File: config.mk
export PLATFORM = sky130hd
export DESIGN_NAME = irq_ctrl_flat
export DESIGN_NICKNAME = d
export VERILOG_FILES = /design/src/rtl/irq_ctrl_if.sv /design/src/rtl/irq_ctrl.sv /design/src/flat_wrapper.sv
export SDC_FILE = /design/constraint.sdc
export NUM_CORES = 1
export LEC_CHECK = 0
export CAP_MARGIN = 20
export CORE_MARGIN = 1
export CORE_UTILIZATION = 41
export DETAILED_ROUTE_END_ITERATION = 10
export PLACE_DENSITY = 0.71
export REMOVE_ABC_BUFFERS = 1
export SYNTH_ARGS = -nofsm -noshare
export SYNTH_HDL_FRONTEND = slang
export SYNTH_SLANG_ARGS = --single-unit
File: constraint.sdc
create_clock -name clk -period 1.56 [get_ports clk]
set_input_delay 0.234 -clock clk [delete_from_list [all_inputs] [get_ports clk]]
set_output_delay 0.234 -clock clk [all_outputs]
set_load 0.005 [all_outputs]
File: src/rtl/irq_ctrl_if.sv
// CPU <-> interrupt controller signal bundle; master = control unit / stimulus, slave = irq_ctrl.
interface irq_ctrl_if #(
    parameter int unsigned NIRQ  = 4,
    parameter int unsigned VEC_W = 10
);
    localparam int unsigned IDW = (NIRQ > 1) ? $clog2(NIRQ) : 1;

    logic [NIRQ-1:0]  irq_in;
    logic             mask_we;
    logic [NIRQ-1:0]  mask_din;
    logic             int_en;
    logic             ack;
    logic             reti;
    logic             irq_req;
    logic [VEC_W-1:0] irq_vec;
    logic [IDW-1:0]   irq_id;
    logic [NIRQ-1:0]  pending;
    logic [NIRQ-1:0]  in_service;

    modport master (
        output irq_in, mask_we, mask_din, int_en, ack, reti,
        input  irq_req, irq_vec, irq_id, pending, in_service
    );

    modport slave (
        input  irq_in, mask_we, mask_din, int_en, ack, reti,
        output irq_req, irq_vec, irq_id, pending, in_service
    );
endinterface

File: src/rtl/irq_ctrl.sv
// Edge-latching, masked, fixed-priority interrupt controller (source 0 highest).
// Define IRQ_NEST_EN to allow higher-priority sources to preempt one in service.
module irq_ctrl #(
    parameter int unsigned      NIRQ     = 4,
    parameter int unsigned      VEC_W    = 10,
    parameter logic [VEC_W-1:0] VEC_BASE = 10'h3F0
) (
    input logic       clk,
    input logic       reset,
    irq_ctrl_if.slave bus
);
    localparam int unsigned IDW = (NIRQ > 1) ? $clog2(NIRQ) : 1;

    typedef enum logic [1:0] {IDLE, REQ, SERVICE} state_e;

    state_e           state_q, state_d;
    logic [NIRQ-1:0]  pending_q, pending_d;
    logic [NIRQ-1:0]  mask_q, mask_d;
    logic [NIRQ-1:0]  in_service_q, in_service_d;
    logic [NIRQ-1:0]  irq_hist_q;
    logic [IDW-1:0]   id_q, id_d;
    logic [VEC_W-1:0] vec_q, vec_d;

    logic [NIRQ-1:0]  rise;
    logic [NIRQ-1:0]  eligible;
    logic [NIRQ-1:0]  pending_clr;
    logic             has_cand;
    logic [IDW-1:0]   cand_idx;
    logic             can_raise;

    assign rise     = bus.irq_in & ~irq_hist_q;
    assign eligible = pending_q & ~mask_q & {NIRQ{bus.int_en}};

    // Scan from the top so the lowest set index is the last one written.
    always_comb begin
        has_cand = 1'b0;
        cand_idx = '0;
        for (int unsigned i = NIRQ; i > 0; i--) begin
            if (eligible[i-1]) begin
                has_cand = 1'b1;
                cand_idx = IDW'(i - 1);
            end
        end
    end

`ifdef IRQ_NEST_EN
    logic [IDW-1:0]  isr_idx;
    logic [NIRQ-1:0] isr_rest;

    always_comb begin
        isr_idx = '0;
        for (int unsigned i = NIRQ; i > 0; i--) begin
            if (in_service_q[i-1]) isr_idx = IDW'(i - 1);
        end
    end

    assign isr_rest  = in_service_q & ~(NIRQ'(1) << isr_idx);
    assign can_raise = has_cand && ((in_service_q == '0) || (cand_idx < isr_idx));
`else
    assign can_raise = has_cand && (in_service_q == '0);
`endif

    always_comb begin
        state_d      = state_q;
        in_service_d = in_service_q;
        id_d         = id_q;
        vec_d        = vec_q;
        pending_clr  = '0;
        mask_d       = bus.mask_we ? bus.mask_din : mask_q;

        case (state_q)
            IDLE: begin
                if (can_raise) begin
                    state_d = REQ;
                    id_d    = cand_idx;
                    vec_d   = VEC_BASE + (VEC_W'(cand_idx) << 2);
                end
            end
            REQ: begin
                if (bus.ack) begin
                    state_d                = SERVICE;
                    pending_clr[id_q]      = 1'b1;
                    in_service_d[id_q]     = 1'b1;
                end else if (!bus.int_en || mask_q[id_q]) begin
`ifdef IRQ_NEST_EN
                    // A withdrawn preemption falls back to the interrupted handler.
                    state_d = (in_service_q != '0) ? SERVICE : IDLE;
`else
                    state_d = IDLE;
`endif
                end
            end
            SERVICE: begin
`ifdef IRQ_NEST_EN
                if (bus.reti) begin
                    in_service_d[isr_idx] = 1'b0;
                    state_d               = (isr_rest != '0) ? SERVICE : IDLE;
                end else if (can_raise) begin
                    state_d = REQ;
                    id_d    = cand_idx;
                    vec_d   = VEC_BASE + (VEC_W'(cand_idx) << 2);
                end
`else
                if (bus.reti) begin
                    in_service_d[id_q] = 1'b0;
                    state_d            = IDLE;
                end
`endif
            end
            default: state_d = IDLE;
        endcase

        // A fresh edge on the source being acked wins over the clear.
        pending_d = (pending_q & ~pending_clr) | rise;
    end

    always_ff @(posedge clk or negedge reset) begin
        if (!reset) begin
            state_q      <= IDLE;
            pending_q    <= '0;
            mask_q       <= '1;
            in_service_q <= '0;
            irq_hist_q   <= '0;
            id_q         <= '0;
            vec_q        <= '0;
        end else begin
            state_q      <= state_d;
            pending_q    <= pending_d;
            mask_q       <= mask_d;
            in_service_q <= in_service_d;
            irq_hist_q   <= bus.irq_in;
            id_q         <= id_d;
            vec_q        <= vec_d;
        end
    end

    assign bus.irq_req    = (state_q == REQ);
    assign bus.irq_vec    = vec_q;
    assign bus.irq_id     = id_q;
    assign bus.pending    = pending_q;
    assign bus.in_service = in_service_q;
endmodule
File: src/flat_wrapper.sv
// flat-port wrapper written by rule: the top's interface ports become plain ports
module irq_ctrl_flat 
#(
    parameter int unsigned      NIRQ     = 4,
    parameter int unsigned      VEC_W    = 10,
    parameter logic [VEC_W-1:0] VEC_BASE = 10'h3F0
)
  (clk, reset, bus_irq_in, bus_mask_we, bus_mask_din, bus_int_en, bus_ack, bus_reti, bus_irq_req, bus_irq_vec, bus_irq_id, bus_pending, bus_in_service);
  irq_ctrl_if #(.NIRQ(NIRQ), .VEC_W(VEC_W)) bus_i ();
  input logic clk;
  input logic reset;
  input wire logic [$bits(bus_i.irq_in)-1:0] bus_irq_in;
  input wire logic [$bits(bus_i.mask_we)-1:0] bus_mask_we;
  input wire logic [$bits(bus_i.mask_din)-1:0] bus_mask_din;
  input wire logic [$bits(bus_i.int_en)-1:0] bus_int_en;
  input wire logic [$bits(bus_i.ack)-1:0] bus_ack;
  input wire logic [$bits(bus_i.reti)-1:0] bus_reti;
  output wire logic [$bits(bus_i.irq_req)-1:0] bus_irq_req;
  output wire logic [$bits(bus_i.irq_vec)-1:0] bus_irq_vec;
  output wire logic [$bits(bus_i.irq_id)-1:0] bus_irq_id;
  output wire logic [$bits(bus_i.pending)-1:0] bus_pending;
  output wire logic [$bits(bus_i.in_service)-1:0] bus_in_service;
  assign bus_i.irq_in = bus_irq_in;
  assign bus_i.mask_we = bus_mask_we;
  assign bus_i.mask_din = bus_mask_din;
  assign bus_i.int_en = bus_int_en;
  assign bus_i.ack = bus_ack;
  assign bus_i.reti = bus_reti;
  assign bus_irq_req = bus_i.irq_req;
  assign bus_irq_vec = bus_i.irq_vec;
  assign bus_irq_id = bus_i.irq_id;
  assign bus_pending = bus_i.pending;
  assign bus_in_service = bus_i.in_service;
  irq_ctrl #(.NIRQ(NIRQ), .VEC_W(VEC_W), .VEC_BASE(VEC_BASE)) u_core (.clk(clk), .reset(reset), .bus(bus_i));
endmodule
Yosys cells after proc, flatten, opt, wreduce, memory -nomap -nowiden
Cells that the tools add are included.

storage, ports and cells
  flip-flop bits (word level) = 30
  memory bits (writable) = 0
  ROM bits = 0
  memories = 0
  output and inout port bits = 21
  logic and storage cells = 59
  bits in latches = 0

cells by class
  bitwise logic cells = 11
  $add $sub $neg = 1
  mux-type cells = 22
  eq/ne operators = 6
  divide/modulo/power cells = 0
  order comparisons = 2
  multiply operators = 0
  reductions and logical operators = 10
  shift-type cells = 0

operators with widths
  cell                                                                    number
  4-bit bitwise AND                                                       5
  2-bit 2-to-1 mux                                                        8
  4-bit 2-to-1 mux                                                        4
  4-bit NOT                                                               4
  4-bit OR                                                                2
  4-bit one-hot mux with 2 select lines                                   1
  5-bit by 5-bit adder with 6-bit output (first input constant)           1
  1-bit 2-to-1 mux                                                        6
  2-bit one-hot mux with 3 select lines                                   1
  3-bit AND reduction                                                     2
  4-bit zero test                                                         1
  2-bit != test (second input constant)                                   2
  2-bit by 3-bit < comparator with 1-bit output (second input constant)   1
  3-bit by 2-bit != test with 1-bit output (second input constant)        1
  1-bit binary-select mux with 2-bit select                               1
  1-bit demux with 2-bit select                                           1
  2-bit by 1-bit equality test with 1-bit output (second input constant)  1
  2-bit equality test (second input constant)                             1
  2-bit by 1-bit >= comparator with 1-bit output (second input constant)  1
  1-bit logical AND                                                       2
  2-bit zero test                                                         1
  2-bit by 1-bit != test with 1-bit output (second input constant)        1
  2-bit AND reduction                                                     1
  2-bit nonzero test                                                      1
  2 further kinds                                                         2

Longest topological paths before layout
Gate-level depths: netlist of the first run.

  depth in word-level cells = 10
  depth in mapped cells = 4
  mapped depth without buffers = 4

Worst setup path before layout of the first run
OpenSTA, ideal clock, no wires.

  path type = reg2reg
  from = reg (tool-made name)
  to = reg u_core.id_q[0], in the netlist u_core.bus.irq_id[0]
  required time = 1.432 ns
  buffers on the path = 0
  cell stages (with the launch flop) = 5
  arrival time = 1.257 ns
  clock period less this slack = 1.385 ns
  path slack = 0.175 ns
  cell sequence = dfrtp_1 nor4_2 nand3_1 a21oi_2 mux2_1

RTL lines
  item                  line             RTL
  end signal, assigned  irq_ctrl.sv:132  id_q <= id_d;
  end, declared         irq_ctrl.sv:21   logic [IDW-1:0] id_q, id_d;

==> results of run 1 <==
## cell type report
cell class / instances / share of cell area [%]
multi-input combinational: 50 / 26.4
timing repair buffer: 39 / 27.8
tap: 28 / 2.62
sequential: 21 / 39.8
inverter: 5 / 1.40
clock buffer: 4 / 1.97
## worst paths after layout
kind / start / to / slack [ns] / cells after the start
worst max-delay path: flip-flop / u_core.bus.irq_id[0] / 0.06 / 4
worst min-delay path: reset / u_core.bus.irq_vec[8] / 0.26 / 2
worst max register to register: flip-flop / u_core.bus.irq_id[0] / 0.06 / 4
worst min register to register: u_core.bus.pending[3] / u_core.bus.pending[3] / 0.56 / 1
max in group asynchronous: reset / u_core.mask_q[1] / 1.03 / 2
min in group clk: bus_irq_in[2] / u_core.irq_hist_q[2] / 0.39 / 1
## power breakdown
| group | total (mW) | internal (mW) | switching, mW |
|---|---|---|---|
| sequential | 0.796 | 0.681 | 0.116 |
| clock | 0.258 | 0.0995 | 0.158 |
| combinational | 0.808 | 0.509 | 0.299 |
## per-stage QoR
step / utilization, % / area (sq um) / hold WS [ns] / std cells / worst slack, ns
3_5_place_dp: 57.6 / 1270 / 0.532 / 139 / 0.0120
3_3_place_gp: 57.6 / 1270 / 0.525 / 139 / 0.0872
2_1_floorplan: - / 897 / -0.0616 / 76 / 0.175
6_report: 60.4 / 1340 / 0.259 / 147 / 0.0619
5_1_grt: 60.4 / 1340 / 0.274 / 147 / 0.00225
4_1_cts: 59.7 / 1320 / 0.271 / 145 / 0.00793
## cell usage in the layout (no fill, tap or decap), types with 3 or more instances in the layout
cell type,netlist,layout
o21ai_0,4,4
nand3b_1,4,4
nor2_1,3,3
nand2_1,7,7
dfstp_2,4,4
mux2_2,3,3
dfrtp_1,17,16
clkdlybuf4s50_1,0,31
inv_1,5,5
clkbuf_4,0,3
a22o_1,4,4
nand2b_1,3,3
nor2b_1,3,3
buf_4,9,7
## routing by layer
metal / up-vias / part of all wire, % / global-route usage, %
li1: 343 / - / -
met1: 341 / 43 / 21.3
met2: 27 / 49 / 29.6
met3: 5 / 5.8 / 3.64
met4: 0 / 1.9 / 8.33
met5: - / 0 / 0
## logic make-up (layout without fill, tap and decap cells)
kind of cell           after synthesis  after routing  share of synthesized area, %
flip-flops                          21             21                          54.7
other                                1              2                         0.387
multiplexers                         5              5                          6.97
AND/OR/NAND/NOR                     29             29                          17.7
AO/OA/AOI/OAI                       14             14                          10.5
buffers and inverters               16             48                          9.81
## what timing repair did
action,4_1_cts,5_1_grt
setup buffers,2,2
pin swaps,0,1
endpoints found under the hold margin,0,0
gates cloned,0,0
gates resized for setup,2,1
setup endpoints to repair,1,8
==> impl_results.md, run 1 <==
* N_diodes at 0
* Clk root buf: clkbuf_4
* Die Area at 0.00256 sq mm
* Final critical-path required period at 1.50 ns
* Area leader, netlist: dfrtp_1
* Layout Nets at 134
* Critical Path RT at 1.75 ns
* Total global-route track usage at 17.6%
* Pwr Total at 1.86 mW
* Synth Area per Inst at 11.3 sq um
* Setup TNS Final at 0 ns
* Max-cap viol count at 0
* Cts hold-fix bufs at 0
* Final Hold Viols at 0
* Worst-path maximum fanout at 3
* Drt via density at 4.87
* Total CTS buffers at 3
* RSZ-0062 raised after global routing: no
* Core area at 0.00221 sq mm
* Footprint of the multi-input gates at 353 sq um
* I/O Buffers at 32
* Reg area at 532 sq um
* Delay-heaviest family, CP: simple AND/OR/NAND/NOR gates
* Largest net degree at the start of global routing at 22
* Leak at 0.588 nW
* Pwr/cell area at 1390 mW/mm^2
* Top cells by count, synth: 17 x dfrtp_1, 9 x buf_4, 7 x nand2_1, 5 x inv_1
* Worst skew pair latency at 0.30 ns
* Critical path's largest stage delay at 0.42 ns
* Most common flop cell mapped by yosys: dfrtp_1
* Clk sinks at 21
* VDD IR-drop max at 0.000767 V
* Antenna Nets Post-Route at 0
* H-tree Lvls at 1
* Vias at 716
* Initial antenna violation count at 0
* Post-Syn Instances at 86
* Status: complete, no violations
* Die H at 50.6 microns
* Initial Util at 43.8%
* Rows at 17
* Global-route wire length before repair at 3240 microns
* Yosys cell types at 31
* Top Ports at 35
* Area share of the largest cell type after synthesis at 43.9%
* Register area share after synthesis at 54.7%
* Ys Warns at 0
* Crit start category: flip-flop
* Max Buffers Root-to-Sink at 2
* CP Data Arrival Time at 1.69 ns
* Setup Skew at 0.00279 ns
* Critical Path Slowest Stage Cell: dfrtp_1
* Synthesis-to-finish area growth at 37.8%
* Vias in the first global route at 724
* Iter 0 DRT Violations at 8
* Routed wire per std cell at 13.3 microns
* Seq cells post-synth at 21
* Final setup viols at 0
* Gpl congestion at 0.757
* Fmax at 667 MHz
* Gr ovfl total at 0
* Post-synthesis async set-or-reset flop share at 100%
* DIE WIDTH at 50.6 microns
* Setup Crit Path Kind: reg2reg
* Most common cell in the netlist: dfrtp_1
* # DRC at 0
* Crit end category: flip-flop
* Synth top area cells: dfrtp_1 44%, dfstp_2 11%, buf_4 7.0%
* Pre-antenna DRT Iters at 4
* Wirelength, routed at 1950 microns
* Tcrit/Tclk final at 96.0%
* Clk slew on worst S/H paths at 0.11 ns
* Mapped cell area at 970 sq um
* Crit path buf inv count at 0
* FILL cells at 205
* Post-DP HPWL at 1510 microns
* EDFF count, synth at 0
* Slew Limit Fails at 0
* CTS tree: built
* Share of layout cells above drive strength 1 at 19.3%
* Hold Crit Class: in2async
* CP cell instances: nor4_2 -> nand3_1 -> a21oi_2 -> mux2_1
Note: power is estimated with default switching activity, not from simulation.
==> run 2: changes to the inputs <==
--- a/config.mk
+++ b/config.mk
@@ -11,6 +11,7 @@
 export DETAILED_ROUTE_END_ITERATION = 10
 export PLACE_DENSITY = 0.71
 export REMOVE_ABC_BUFFERS = 1
+export SETUP_SLACK_MARGIN = 0.1
 export SYNTH_ARGS = -nofsm -noshare
 export SYNTH_HDL_FRONTEND = slang
 export SYNTH_SLANG_ARGS = --single-unit
==> run 2 against run 1 <==
Clock-buffer cell count unchanged; die area unchanged; critical path depth unchanged; highest routed layer unchanged; critical path type unchanged; final cell count increased by 4.1%; flip-flop and latch count unchanged; sequential share of layout area decreased by 2.2 points; final area increased by 5.6%; first-iteration DRC count increased to 2.5 times the previous value; non-clock buffer count increased by 6; setup slack improved by 0.046 ns; power increased by 2.5%.
==> impl_results.md, run 2 (synthesized netlist as in run 1, its figures left out) <==
* Status: complete, no violations
* Switching pwr at 0.599 mW (+4.6%)
* Clk pwr share at 13.6% (-0.2 points)
* Hold WS at 0.260 ns (+0.00111 ns)
* DP Area at 0.00127 sq mm (unchanged)
* Die Area at 0.00256 sq mm (unchanged)
* Worst skew pair latency at 0.30 ns (about the same)
* Iter 0 DRT Violations at 20 (+12)
* Total CTS buffers at 3 (unchanged)
* Antenna Nets Post-Route at 0 (unchanged)
* Crit path buf inv count at 0 (unchanged)
* Critical Path Slowest Stage Cell: dfrtp_1
* Post-route cell area at 0.00141 sq mm (+5.6%)
* Total global-route track usage at 18.5% (+0.90 points)
* N_diodes at 0 (unchanged)
* Setup TNS Final at 0 ns (unchanged)
* Routed wire per std cell at 13.8 microns (+3.7%)
* Hold Crit Class: in2async
* Max Buffers Root-to-Sink at 2 (unchanged)
* Vias in the first global route at 756 (+4.4%)
* Pre-antenna DRT Iters at 4 (unchanged)
* VDD IR-drop max at 0.000658 V (-14%)
* Inst Count DP at 139 (unchanged)
* Layout Nets at 140 (+4.5%)
* Post-route non-filler standard cell count at 153 (+4.1%)
* Synthesis-to-finish area growth at 45.5%
* Core area at 0.00221 sq mm (unchanged)
* Final Hold Viols at 0 (unchanged)
* Fmax at 688 MHz (+3.1%)
* Top Ports at 35 (unchanged)
* Worst-path maximum fanout at 2 (-1)
* Gr ovfl total at 0 (unchanged)
* Clk sinks at 21 (unchanged)
* Clk root buf: clkbuf_4
* Critical Path RT at 1.76 ns (about the same)
* I/O Buffers at 32 (unchanged)
* Drt via density at 5.05 (+3.6%)
* DIE WIDTH at 50.6 microns (unchanged)
* # DRC at 0 (unchanged)
* Share of layout cells above drive strength 1 at 24.0% (+4.7 points)
* Gpl congestion at 0.757 (unchanged)
* Final setup viols at 0 (unchanged)
* CP cell instances: nor4_2 -> nand3_1 -> a21oi_2 -> mux2_4
* CTS tree: built
* Flop pwr share at 40.9% (-1.9 points)
* Clk slew on worst S/H paths at 0.11 ns (about the same)
* Slew Limit Fails at 0 (unchanged)
* Crit start category: flip-flop
* Vias at 772 (+7.8%)
* FILL cells at 197 (-3.9%)
* Rows at 17 (unchanged)
* H-tree Lvls at 1 (unchanged)
* Setup Skew at 0.00152 ns (-0.00127 ns)
* Post-DP HPWL at 1510 microns (unchanged)
* Wirelength, routed at 2110 microns (+7.9%)
* Largest net degree at the start of global routing at 22 (unchanged)
* Switch share at 31.4% (+0.61 points)
* Tcrit/Tclk final at 93.1% (-2.9 points)
* Critical path's largest stage delay at 0.41 ns (about the same)
* Die H at 50.6 microns (unchanged)
* Most frequent cells in the layout: 17 x dfrtp_1, 14 x clkdlybuf4s50_1, 13 x buf_4
* Global-route wire length before repair at 3420 microns (+5.3%)
* Final critical-path required period at 1.45 ns (-0.0455 ns)
* Crit end category: flip-flop
* Setup Crit Path Kind: reg2reg
* Leak at 0.703 nW (+19%)
* Delay-heaviest family, CP: simple AND/OR/NAND/NOR gates
* Initial antenna violation count at 0 (unchanged)
* Cell internal pwr at 1.31 mW (+1.6%)
* Pwr/cell area at 1350 mW/mm^2 (-2.9%)
* Initial Util at 43.8% (unchanged)
* Commonest non-fill, non-tap cell in the layout: dfrtp_1
* RSZ-0062 raised after global routing: yes
* Pwr Total at 1.91 mW (+2.5%)
* Combinational share of power at 45.5% (+2.1 points)
* CP Data Arrival Time at 1.65 ns (-0.04 ns)
* Max-cap viol count at 0 (unchanged)
run 2: cell types whose count changed in the layout (fill, tap and decap cells not counted):
cell	delta
dlymetal6s2s_1	+12
a21oi_1	-1
a21oi_2	+1
mux2_4	+1
mux2_1	-1
dlygate4sd2_1	+5
buf_4	+6
dfrtp_2	-1
clkdlybuf4s50_1	-17
dfrtp_1	+1
run 2: worst paths after layout:
path | start | to | slack [ns] | cells after the start
min in group clk | bus_irq_in[2] | u_core.irq_hist_q[2] | 0.39 | 1
setup reg to reg | flip-flop | u_core.bus.irq_id[0] | 0.11 | 4
setup / recovery | flip-flop | u_core.bus.irq_id[0] | 0.11 | 4
hold reg to reg | u_core.bus.pending[3] | u_core.bus.pending[3] | 0.56 | 1
hold / removal | reset | u_core.bus.irq_vec[8] | 0.26 | 2
max in group asynchronous | reset | u_core.mask_q[3] | 1.03 | 2
run 2: repair_timing:
action | in CTS | in global routing
endpoints found under the hold margin | 0 | 0
pin swaps | 2 | 2
setup endpoints to repair | 14 | 14
setup buffers | 8 | 2
hold buffers | 0 | 0
resized for setup | 8 | 13
run 2: routing by layer:
metal	GRT usage [%]	wire length (microns)
met2	30.9	1050
met5	0	0
met1	22.9	893
met4	8.33	37
met3	3.64	123
run 2: area by class of cell:
| cell class | instances | area, sq um | share of cell area [%] |
|---|---|---|---|
| inverter | 5 | 18.8 | 1.33 |
| sequential | 21 | 531 | 37.6 |
| multi-input combinational | 50 | 360 | 25.5 |
| tap | 28 | 35.0 | 2.48 |
| timing repair buffer | 45 | 440 | 31.2 |
| clock buffer | 4 | 26.3 | 1.86 |
run 2: power groups by stage:
stage,clock network (mW),logic (mW),registers (mW)
global placement,0,0.731,0.809
detailed placement,0,0.745,0.816
finish,0.259,0.869,0.782
global route,0.293,0.942,0.800
CTS,0.263,0.864,0.792
floorplan,0,0.280,0.838
run 2: worst register-to-register path: stages, from the launching register on:
cell and delay [ns]:
dfrtp_1 0.41, nor4_2 0.29, nand3_1 0.16, a21oi_2 0.18, mux2_4 0.31
run 2: stage by stage:
stage          setup WS (ns)  util [%]
3_5_place_dp          0.0120      57.6
6_report               0.107      63.8
3_3_place_gp          0.0872      57.6
4_1_cts               0.0412      61.6
5_1_grt               0.0499      63.8
2_1_floorplan          0.175         -
==> run 3: changes to the inputs <==
--- a/config.mk
+++ b/config.mk
@@ -7,9 +7,10 @@
 export LEC_CHECK = 0
 export CAP_MARGIN = 20
 export CORE_MARGIN = 1
-export CORE_UTILIZATION = 41
+export CORE_UTILIZATION = 45
+export CTS_BUF_LIST = sky130_fd_sc_hd__clkbuf_8
 export DETAILED_ROUTE_END_ITERATION = 10
-export PLACE_DENSITY = 0.71
+export PLACE_DENSITY = 0.84
 export REMOVE_ABC_BUFFERS = 1
 export SETUP_SLACK_MARGIN = 0.1
 export SYNTH_ARGS = -nofsm -noshare
==> run 3 against run 2 <==
Sequential power increased by 5.2%; core utilization increased by 3.7 points; power is 2.5% higher; largest cell class unchanged.
==> impl_results.md, run 3 (synthesized netlist as in run 1, its figures left out) <==
* CP cell instances: nor4_4 -> nand3_1 -> a21oi_2 -> mux2_4
* Gr ovfl total at 0 (unchanged)
* Synthesis-to-finish area growth at 39.4%
* Worst r2r dst: u_core.bus.irq_id[0]
* Worst-path maximum fanout at 3 (+1)
* Share of layout cells above drive strength 1 at 18.6% (-5.4 points)
* Most frequent cells in the layout: 30 x clkdlybuf4s50_1, 17 x dfrtp_1, 7 x nand2_1
* Post-route cell area at 0.00135 sq mm (-4.3%)
* Vias in the first global route at 717 (-5.2%)
* Critical Path RT at 1.71 ns (-0.05 ns)
* Hold Crit Class: in2async
* Gpl congestion at 0.812 (+7.3%)
* Top Ports at 35 (unchanged)
* Commonest non-fill, non-tap cell in the layout: clkdlybuf4s50_1
* Fmax at 659 MHz (-4.2%)
* Die H at 48.4 microns (-4.4%)
* Final Hold Viols at 0 (unchanged)
* Wirelength, routed at 1960 microns (-7.0%)
* Slew Limit Fails at 0 (unchanged)
* I/O Buffers at 32 (unchanged)
* VDD IR-drop max at 0.000719 V (+9.2%)
* Routed wire per std cell at 13.5 microns (-1.9%)
* Max Buffers Root-to-Sink at 2 (unchanged)
* # DRC at 0 (unchanged)
* Worst skew pair latency at 0.26 ns (-0.04 ns)
* H-tree Lvls at 1 (unchanged)
* DP Area at 0.00127 sq mm (about the same)
* Leak at 0.594 nW (-15%)
* Pwr/cell area at 1450 mW/mm^2 (+7.1%)
* Status: complete, no violations
* Iter 0 DRT Violations at 12 (-40%)
* Layout Nets at 133 (-5.0%)
* CTS tree: built
* Hold WS at 0.314 ns (+0.0546 ns)
* Cells on worst reg2reg path at 4 (unchanged)
* Drt via density at 5.07 (+0.46%)
* Pwr Total at 1.96 mW (+2.5%)
* Antenna Nets Post-Route at 0 (unchanged)
* Initial antenna violation count at 0 (unchanged)
* Clk sinks at 21 (unchanged)
* Worst Slack Setup Final at 0.0436 ns (-0.0637 ns)
* Pre-antenna DRT Iters at 4 (unchanged)
* Critical Path Slowest Stage Cell: dfrtp_1
* FILL cells at 152 (-23%)
* RSZ-0062 raised after global routing: yes
* Crit end category: flip-flop
* Critical path's largest stage delay at 0.42 ns (about the same)
* Die Area at 0.00234 sq mm (-8.5%)
* Final core occ at 67.5% (+3.7 points)
* Initial Util at 48.4% (+4.6 points)
* Clk slew on worst S/H paths at 0.07 ns (-0.04 ns)
* Setup Crit Path Kind: reg2reg
* Tcrit/Tclk final at 97.2% (+4.1 points)
* Total CTS buffers at 3 (unchanged)
* Reg2Reg Setup Slack at 0.04 ns (-0.06 ns)
* Max-cap viol count at 0 (unchanged)
* Setup Skew at 0.00662 ns (+0.00510 ns)
* Rows at 16 (-1)
* Crit start category: flip-flop
* Final critical-path required period at 1.52 ns (+0.0637 ns)
* N_diodes at 0 (unchanged)
* Total global-route track usage at 18.5% (+0.036 points)
* Final setup viols at 0 (unchanged)
* Core area at 0.00200 sq mm (-9.5%)
* Post-DP HPWL at 1420 microns (-6.1%)
* Pre-CTS setup slack at -0.00637 ns (-0.0183 ns)
* DIE WIDTH at 48.4 microns (-4.4%)
* CP Data Arrival Time at 1.66 ns (about the same)
* Largest net degree at the start of global routing at 22 (unchanged)
* Global-route wire length before repair at 3260 microns (-4.5%)
* Clk root buf: clkbuf_8
* Vias at 735 (-4.8%)
[run 3: cell count changes in the layout (fill, tap and decap cells not counted)]
| cell | previous run | this run |
|---|---|---|
| a21oi_2 | 2 | 1 |
| clkbuf_4 | 3 | 0 |
| dlymetal6s2s_1 | 12 | 0 |
| buf_4 | 13 | 6 |
| clkdlybuf4s50_1 | 14 | 30 |
| clkbuf_1 | 1 | 0 |
| nor4_4 | 0 | 1 |
| dlygate4sd2_1 | 6 | 2 |
| clkbuf_8 | 0 | 3 |
| inv_1 | 5 | 6 |
| a21oi_1 | 0 | 1 |
| nor2b_2 | 0 | 1 |
| nor2b_4 | 1 | 0 |
| nor4_2 | 1 | 0 |
[run 3: metrics by stage]
stage,TNS (ns),instances
4_1_cts,0,145
3_3_place_gp,0,138
2_1_floorplan,0,76
6_report,0,145
3_5_place_dp,-0.00637,138
5_1_grt,0,145
[run 3: worst max-delay path: cells and delay by family, from the launching register on]
family | cells | cell delay, ns
AND/OR/NAND/NOR | 2 | 0.49
multiplexers | 1 | 0.31
flip-flops | 1 | 0.42
AO/OA/AOI/OAI | 1 | 0.19
[run 3: layout make-up]
| type | count | area, sq um | share of cell area, % |
|---|---|---|---|
| Inverter | 5 | 18.8 | 1.39 |
| Sequential cell | 21 | 531 | 39.3 |
| Multi-Input combinational cell | 50 | 360 | 26.7 |
| Timing Repair Buffer | 38 | 363 | 26.9 |
| Tap cell | 27 | 33.8 | 2.50 |
| Clock inverter | 1 | 3.75 | 0.278 |
| Clock buffer | 3 | 41.3 | 3.06 |
[run 3: per-layer routing]
metal	part of all wire, %	routed length (microns)	global-route usage, %
met1	42	823	23.6
met2	50	973	28.6
met3	5.9	115	4.09
met4	2.3	46	11.8
met5	0	0	0
[run 3: how the worst max path moves through the flow]
stage	slack, ns	cells past startpoint	endpoint	startpoint
after floorplan	0.18	4	u_core.bus.irq_id[0]	flip-flop
after global placement	0.09	4	u_core.bus.irq_id[0]	bus_int_en
after detailed placement	-0.006	4	u_core.bus.irq_id[0]	flip-flop
after CTS	0.04	4	u_core.bus.irq_id[0]	flip-flop
after global routing	0.03	4	u_core.bus.irq_id[0]	flip-flop
final	0.04	4	u_core.bus.irq_id[0]	flip-flop
[run 3: where the power goes]
part | internal (mW) | switching (mW)
combinational | 0.498 | 0.297
clock | 0.175 | 0.164
sequential | 0.682 | 0.141
total | 1.35 | 0.603
[run 3: what timing repair did]
item / in CTS / in global routing
pin swaps: 2 / 1
gates resized for setup: 3 / 1
setup buffers: 3 / 0
endpoints found under the setup margin: 8 / 9
cloned: 0 / 0
hold buffers: 0 / 0
